`config.mk`:
```
export PLATFORM = sky130hd
export DESIGN_NAME = alu_issue
export DESIGN_NICKNAME = d
export VERILOG_FILES = /design/src/rtl/alu_pkg.sv /design/src/rtl/alu_funct_decode.sv /design/src/rtl/alu_issue.sv
export SDC_FILE = /design/constraint.sdc
export NUM_CORES = 1
export LEC_CHECK = 0
export CAP_MARGIN = 0
export CORE_UTILIZATION = 29
export DETAILED_ROUTE_END_ITERATION = 10
export PLACE_DENSITY = 0.63
export SYNTH_ARGS = -nofsm -noshare
export SYNTH_HDL_FRONTEND = slang
export SYNTH_SLANG_ARGS = --single-unit
```
`constraint.sdc`:
```
create_clock -name clk -period 3.51 [get_ports clk]
set_input_delay 0.702 -clock clk [delete_from_list [all_inputs] [get_ports clk]]
set_output_delay 0.702 -clock clk [all_outputs]
set_load 0.005 [all_outputs]
```
`src/rtl/alu_pkg.sv`:
```
// alu_pkg: shared constants for the ALU issue path.
// Holds the R-type funct encodings, the 4-bit ALU control codes and the
// default datapath/index widths used by alu_issue and alu_funct_decode.
package alu_pkg;

  localparam int DATA_W_DEFAULT = 48;
  localparam int IDX_W_DEFAULT  = 5;

  typedef logic [5:0] funct_t;
  typedef logic [3:0] alu_code_t;

  // R-type funct field encodings accepted by the issue stage.
  localparam funct_t FUNCT_AND = 6'h24;
  localparam funct_t FUNCT_OR  = 6'h25;
  localparam funct_t FUNCT_ADD = 6'h20;
  localparam funct_t FUNCT_SUB = 6'h22;
  localparam funct_t FUNCT_SLT = 6'h2A;
  localparam funct_t FUNCT_NOR = 6'h27;

  // ALU control codes; ALU_NOP is the bubble the ALU ignores (result held).
  localparam alu_code_t ALU_AND = 4'h0;
  localparam alu_code_t ALU_OR  = 4'h1;
  localparam alu_code_t ALU_ADD = 4'h2;
  localparam alu_code_t ALU_SUB = 4'h6;
  localparam alu_code_t ALU_SLT = 4'h7;
  localparam alu_code_t ALU_NOR = 4'hC;
  localparam alu_code_t ALU_NOP = 4'hF;

endpackage

```
`src/rtl/alu_funct_decode.sv`:
```
// alu_funct_decode: combinational translation of an R-type funct field into
// the ALU control code, plus a flag telling whether the funct is supported.
// Unsupported functs map to the bubble code.
module alu_funct_decode
  import alu_pkg::*;
(
  input  funct_t    funct_i,
  output alu_code_t code_o,
  output logic      legal_o
);

  // Map funct to ALU code; anything unrecognised is a bubble and flagged illegal.
  always_comb begin
    // NOTE: every output gets a default before the case so no path leaves it
    // unassigned, which would otherwise infer a latch.
    code_o  = ALU_NOP;
    legal_o = 1'b1;
    unique case (funct_i)
      FUNCT_AND: code_o = ALU_AND;
      FUNCT_OR:  code_o = ALU_OR;
      FUNCT_ADD: code_o = ALU_ADD;
      FUNCT_SUB: code_o = ALU_SUB;
      FUNCT_SLT: code_o = ALU_SLT;
      FUNCT_NOR: code_o = ALU_NOR;
      default:   legal_o = 1'b0;
    endcase
  end

endmodule

```
`src/rtl/alu_issue.sv`:
```
// alu_issue: operand-issue stage in front of the 48-bit ALU.
// Accepts decoded R-type instructions (valid/ready), registers operands and
// the ALU control code, tracks the ALU's one-cycle latency to present a
// writeback tag aligned with alu_result, forwards alu_result into dependent
// operands and stalls one cycle when a consumer directly follows its producer.
// Optional feature: define ALU_ISSUE_STALL_CNT_EN to add the saturating
// stall_cnt output counting cycles spent stalled on a hazard.
module alu_issue
  import alu_pkg::*;
#(
  parameter int DATA_W = DATA_W_DEFAULT,
  parameter int IDX_W  = IDX_W_DEFAULT
) (
  input  logic              clk,
  input  logic              rst,
  input  logic              in_valid,
  output logic              in_ready,
  input  logic [5:0]        in_funct,
  input  logic [IDX_W-1:0]  in_rs_idx,
  input  logic [IDX_W-1:0]  in_rt_idx,
  input  logic [IDX_W-1:0]  in_rd_idx,
  input  logic [0:DATA_W-1] in_rs_val,
  input  logic [0:DATA_W-1] in_rt_val,
  output logic [0:DATA_W-1] alu_a,
  output logic [0:DATA_W-1] alu_b,
  output logic [3:0]        alu_control,
  input  logic [0:DATA_W-1] alu_result,
  output logic              wb_valid,
  output logic [IDX_W-1:0]  wb_rd,
  output logic              illegal
`ifdef ALU_ISSUE_STALL_CNT_EN
  ,
  output logic [0:15]       stall_cnt
`endif
);

  // Operand/control registers driving the ALU, and the s1/wb pipeline tags.
  logic [0:DATA_W-1] alu_a_q, alu_a_d;
  logic [0:DATA_W-1] alu_b_q, alu_b_d;
  alu_code_t         alu_control_q, alu_control_d;
  logic              s1_valid_q, s1_valid_d;
  logic [IDX_W-1:0]  s1_rd_q, s1_rd_d;
  logic              wb_valid_q;
  logic [IDX_W-1:0]  wb_rd_q;
  logic              illegal_q, illegal_d;

  alu_code_t         dec_code;
  logic              dec_legal;
  logic              haz;
  logic              accept;
  logic [0:DATA_W-1] opnd_a;
  logic [0:DATA_W-1] opnd_b;

  alu_funct_decode u_decode (
    .funct_i (in_funct),
    .code_o  (dec_code),
    .legal_o (dec_legal)
  );

  // Hazard: the instruction now on the ALU inputs writes a register this one
  // reads, and its result only appears on alu_result next cycle.
  always_comb begin
    haz      = s1_valid_q && (s1_rd_q != '0) &&
               ((in_rs_idx == s1_rd_q) || (in_rt_idx == s1_rd_q));
    in_ready = !haz;
    accept   = in_valid && !haz;
  end

  // Operand select: r0 reads zero, then forward from the result in writeback,
  // otherwise take the register-file value.
  always_comb begin
    opnd_a = in_rs_val;
    opnd_b = in_rt_val;
    if (in_rs_idx == '0) begin
      opnd_a = '0;
    end else if (wb_valid_q && (in_rs_idx == wb_rd_q)) begin
      opnd_a = alu_result;
    end
    if (in_rt_idx == '0) begin
      opnd_b = '0;
    end else if (wb_valid_q && (in_rt_idx == wb_rd_q)) begin
      opnd_b = alu_result;
    end
  end

  // Next state: a legal accept issues to the ALU; an illegal accept is
  // consumed as a bubble with a one-cycle flag; otherwise issue a bubble and
  // hold the operands so the ALU inputs stay quiet.
  always_comb begin
    alu_a_d       = alu_a_q;
    alu_b_d       = alu_b_q;
    alu_control_d = ALU_NOP;
    s1_valid_d    = 1'b0;
    s1_rd_d       = s1_rd_q;
    illegal_d     = 1'b0;
    if (accept) begin
      if (dec_legal) begin
        alu_a_d       = opnd_a;
        alu_b_d       = opnd_b;
        alu_control_d = dec_code;
        s1_valid_d    = 1'b1;
        s1_rd_d       = in_rd_idx;
      end else begin
        illegal_d     = 1'b1;
      end
    end
  end

  // Pipeline registers; the wb tag follows s1 one cycle behind, matching the
  // ALU's registered latency.
  always_ff @(posedge clk or posedge rst) begin
    if (rst) begin
      alu_a_q       <= '0;
      alu_b_q       <= '0;
      alu_control_q <= ALU_NOP;
      s1_valid_q    <= 1'b0;
      s1_rd_q       <= '0;
      wb_valid_q    <= 1'b0;
      wb_rd_q       <= '0;
      illegal_q     <= 1'b0;
    end else begin
      // NOTE: non-blocking assignments here so every register samples the
      // pre-edge value of the others (wb takes the old s1, not the new one).
      alu_a_q       <= alu_a_d;
      alu_b_q       <= alu_b_d;
      alu_control_q <= alu_control_d;
      s1_valid_q    <= s1_valid_d;
      s1_rd_q       <= s1_rd_d;
      wb_valid_q    <= s1_valid_q;
      wb_rd_q       <= s1_rd_q;
      illegal_q     <= illegal_d;
    end
  end

  assign alu_a       = alu_a_q;
  assign alu_b       = alu_b_q;
  assign alu_control = alu_control_q;
  assign wb_valid    = wb_valid_q;
  assign wb_rd       = wb_rd_q;
  assign illegal     = illegal_q;

`ifdef ALU_ISSUE_STALL_CNT_EN
  logic [0:15] stall_cnt_q;

  // Count cycles in which a presented instruction is held back by a hazard;
  // sticks at all-ones rather than wrapping.
  always_ff @(posedge clk or posedge rst) begin
    if (rst) begin
      stall_cnt_q <= '0;
    end else if (in_valid && haz && (stall_cnt_q != 16'hFFFF)) begin
      stall_cnt_q <= stall_cnt_q + 16'd1;
    end
  end

  assign stall_cnt = stall_cnt_q;
`endif

endmodule

```
==> results_dict.tcl <==
set metrics [dict create \
    die_h_um 152 \
    crit_family "buffers and inverters" \
    startpoint "in_rs_idx[0]" \
    syn_area_sq_um 6510 \
    clk_latency_ns 0.41 \
    ctsResizeCount 0 \
    final_cell_mix "clkdlybuf4s50_1, dfrtp_1, a21oi_1, nand3_1, o21ai_0" \
    firstDrtPassIters 5 \
    drive_gt1_share_pct 19.1 \
    cts_made_buffers 17 \
    powerDensity_nw_per_um2 548 \
    h-tree-depth 4 \
    via_per_inst 5.13 \
    leakagePower_nw 3.88 \
    outcome "completed" \
    max-slew-margin-rel_pct 56.6 \
    period_minus_slack_ns 3.33 \
    grt_remaining_overflow 0 \
    synth_fa_ha_area_share_pct 0 \
    setup_viol 0 \
    cts_tree "done" \
    reg2reg_slack_ns 1.12 \
    wl_met1_mm 10.3 \
    hpwlAfterDp_mm 15.8 \
    track_usage_pct 19.8 \
    hold_viol 0 \
    routedWlPerCell_um 19.8 \
    ys_ff_latch 113 \
    yosysWarnings 0 \
    ys_types 31 \
    hold_path_class "flop to flop" \
    synth-compound-area-share_pct 15.7 \
    clock_skew_ns 0.0131 \
    finalSetupTns_ns 0 \
    drv_cap 0 \
    cpMostUsedCell "clkdlybuf4s50_1" \
    gp_routability_congestion 0.826 \
    final_max_slew_viol_count 0 \
    clockRootBuffer "clkbuf_16" \
    worst_pin_slew_ns 0.651 \
    fin_cells 1168 \
    max_freq_mhz 300 \
    layout_commonest_cell "clkdlybuf4s50_1" \
    ctsHoldBuffers 0 \
    routed_wl_mm 23.1 \
    num_vias 5988 \
    max_stage_delay_ns 0.52 \
    arrival_ns 2.63 \
    drc 0 \
    top_layer_used "met4" \
    post_cts_buffers 0 \
    die_area_sq_um 23100 \
    synth_top_family_by_area "multiplexers" \
    r2r_cells 5 \
    io_pins 276 \
    yosysSeqAreaShare_pct 43.5 \
    path_max_fanout 3 \
    grt_setup_unrepaired "false" \
    r2r-start "s1_rd_q[4]$_DFFE_PP0P_" \
    path_depth 6 \
    crit_required_ns 2.81 \
    grt_max_degree 114 \
    syn-num-nets 789 \
    fp-row-count 54 \
    cp-end-kind "output pin" \
    avgSynthCellArea_sq_um 10.5 \
    dpl.cell_count 1135 \
    clk_pin_slew_ns 0.05 \
    wl_met2_mm 10.8 \
    irDropWorstVdd_uv 278 \
    grt_pass1_vias 6102 \
    crit_type "input pin to output pin" \
    drt_iter0_drc 348 \
    antenna_found_initial 1 \
    crit_path_end "in_ready" \
    numPortBuffers 275 \
    crit_buf_inv 2 \
    start_util_pct 29.7 \
    core_area_sq_um 21900 \
    worst_setup_path_start_kind "input pin" \
    die_x_um 152 \
    synth-xor-area-share_pct 2.82 \
    ant_nets 0 \
    fin_crit_sh_pct 94.8 \
    nNetsFinal 1042 \
    cpMaxStageDelayCell "clkdlybuf4s50_1" \
    timing.rr.end "alu_b[10]$_DFFE_PP0P_" \
    cts.sinks 113 \
    yosys.area_share.simple_pct 9.89 \
    crit_chain "clkdlybuf4s50_1 -> xor2_1 -> nor3_1 -> a22oi_1 -> or2_2 -> clkdlybuf4s50_1" \
    synthMuxAreaShare_pct 22.0 \
    synthCells 621 \
    wl_met3_mm 1.64 \
    grt_pass1_wl_mm 35.8 \
    area_growth_pct 55.6 \
    clockBufferDepth 2 \
]
## kinds of logic after synthesis
| family | count (synthesis) |
|---|---|
| AO/OA/AOI/OAI | 200 |
| XOR/XNOR | 21 |
| buffers and inverters | 63 |
| flip-flops | 113 |
| multiplexers | 101 |
| AND/OR/NAND/NOR | 123 |
## worst min path at each step
stage | startpoint | endpoint | slack, ns | cells after the start
after floorplan | s1_valid_q$_DFF_PP0_ | wb_valid$_DFF_PP0_ | 0.37 | 0
after global placement | s1_valid_q$_DFF_PP0_ | wb_valid$_DFF_PP0_ | 0.38 | 0
after detailed placement | s1_valid_q$_DFF_PP0_ | wb_valid$_DFF_PP0_ | 0.38 | 0
after CTS | s1_valid_q$_DFF_PP0_ | wb_valid$_DFF_PP0_ | 0.39 | 0
after global routing | s1_valid_q$_DFF_PP0_ | wb_valid$_DFF_PP0_ | 0.40 | 0
final | s1_valid_q$_DFF_PP0_ | wb_valid$_DFF_PP0_ | 0.40 | 0
## flip-flops by register name, summed over array words and instances, names as in the netlist
signal       count
alu_b           48
wb_valid         1
alu_control      4
alu_a           48
s1_valid_q       1
s1_rd_q          5
wb_rd            5
illegal          1
## Yosys cell counts
| library cell | instances | area share, % |
|---|---|---|
| buf_1 | 1 | 0.058 |
| buf_12 | 9 | 2.8 |
| o21ai_1 | 9 | 0.69 |
| nor3_1 | 2 | 0.15 |
| o31ai_1 | 1 | 0.12 |
| xor2_1 | 11 | 1.5 |
| o21ai_2 | 1 | 0.13 |
| a22oi_1 | 1 | 0.12 |
| o21ai_0 | 89 | 6.8 |
| nand3_1 | 96 | 7.4 |
| mux2_2 | 22 | 3.8 |
| or4_1 | 5 | 0.58 |
| nor2_1 | 4 | 0.23 |
| dfrtp_1 | 109 | 42 |
| and2_1 | 3 | 0.29 |
| nand3b_1 | 1 | 0.12 |
| or3_1 | 2 | 0.19 |
| clkbuf_1 | 47 | 2.7 |
| buf_4 | 4 | 0.46 |
| a21oi_1 | 97 | 7.5 |
| xnor2_1 | 10 | 1.3 |
| o211ai_1 | 1 | 0.12 |
| nor2b_1 | 3 | 0.29 |
| nand2_1 | 2 | 0.12 |
| and4_1 | 2 | 0.27 |
| or2_2 | 1 | 0.096 |
| dfstp_2 | 4 | 1.6 |
| mux2_4 | 79 | 18 |
| nand4_1 | 2 | 0.19 |
| o2111a_2 | 1 | 0.19 |
| inv_1 | 2 | 0.12 |
## per-stage QoR
stage / hold slack (ns) / area, sq um / total power, mW / utilization, % / setup WS, ns
floorplan: 0.372 / 6520 / 2.56 / - / 1.28
global placement: 0.382 / 9470 / 3.60 / 43.2 / 0.217
detailed placement: 0.378 / 9470 / 3.61 / 43.2 / 0.209
CTS: 0.392 / 10100 / 5.60 / 46.3 / 0.192
global route: 0.404 / 10100 / 5.81 / 46.3 / 0.137
finish: 0.397 / 10100 / 5.55 / 46.3 / 0.181
## layout make-up
class | instances | area, sq um
antenna | 1 | 2.50
clock buffer | 19 | 453
clock inverter | 13 | 209
fill | 2096 | 11800
inverter | 2 | 11.3
multi-input combinational | 445 | 3310
sequential | 113 | 2830
tap | 280 | 350
timing repair buffer | 295 | 2970
## report_power, final
part           internal, mW  total (mW)  switching [mW]
logic                  1.16        1.73           0.575
registers              1.64        1.87           0.230
clock network          1.30        1.95           0.652
## metal layers
metal | vias to the layer above | GRT usage [%]
li1 | 2774 | -
met1 | 2912 | 26.1
met2 | 273 | 31.8
met3 | 29 | 4.96
met4 | 0 | 6.29
met5 | - | 0
Note: power is estimated with default switching activity, not from simulation.
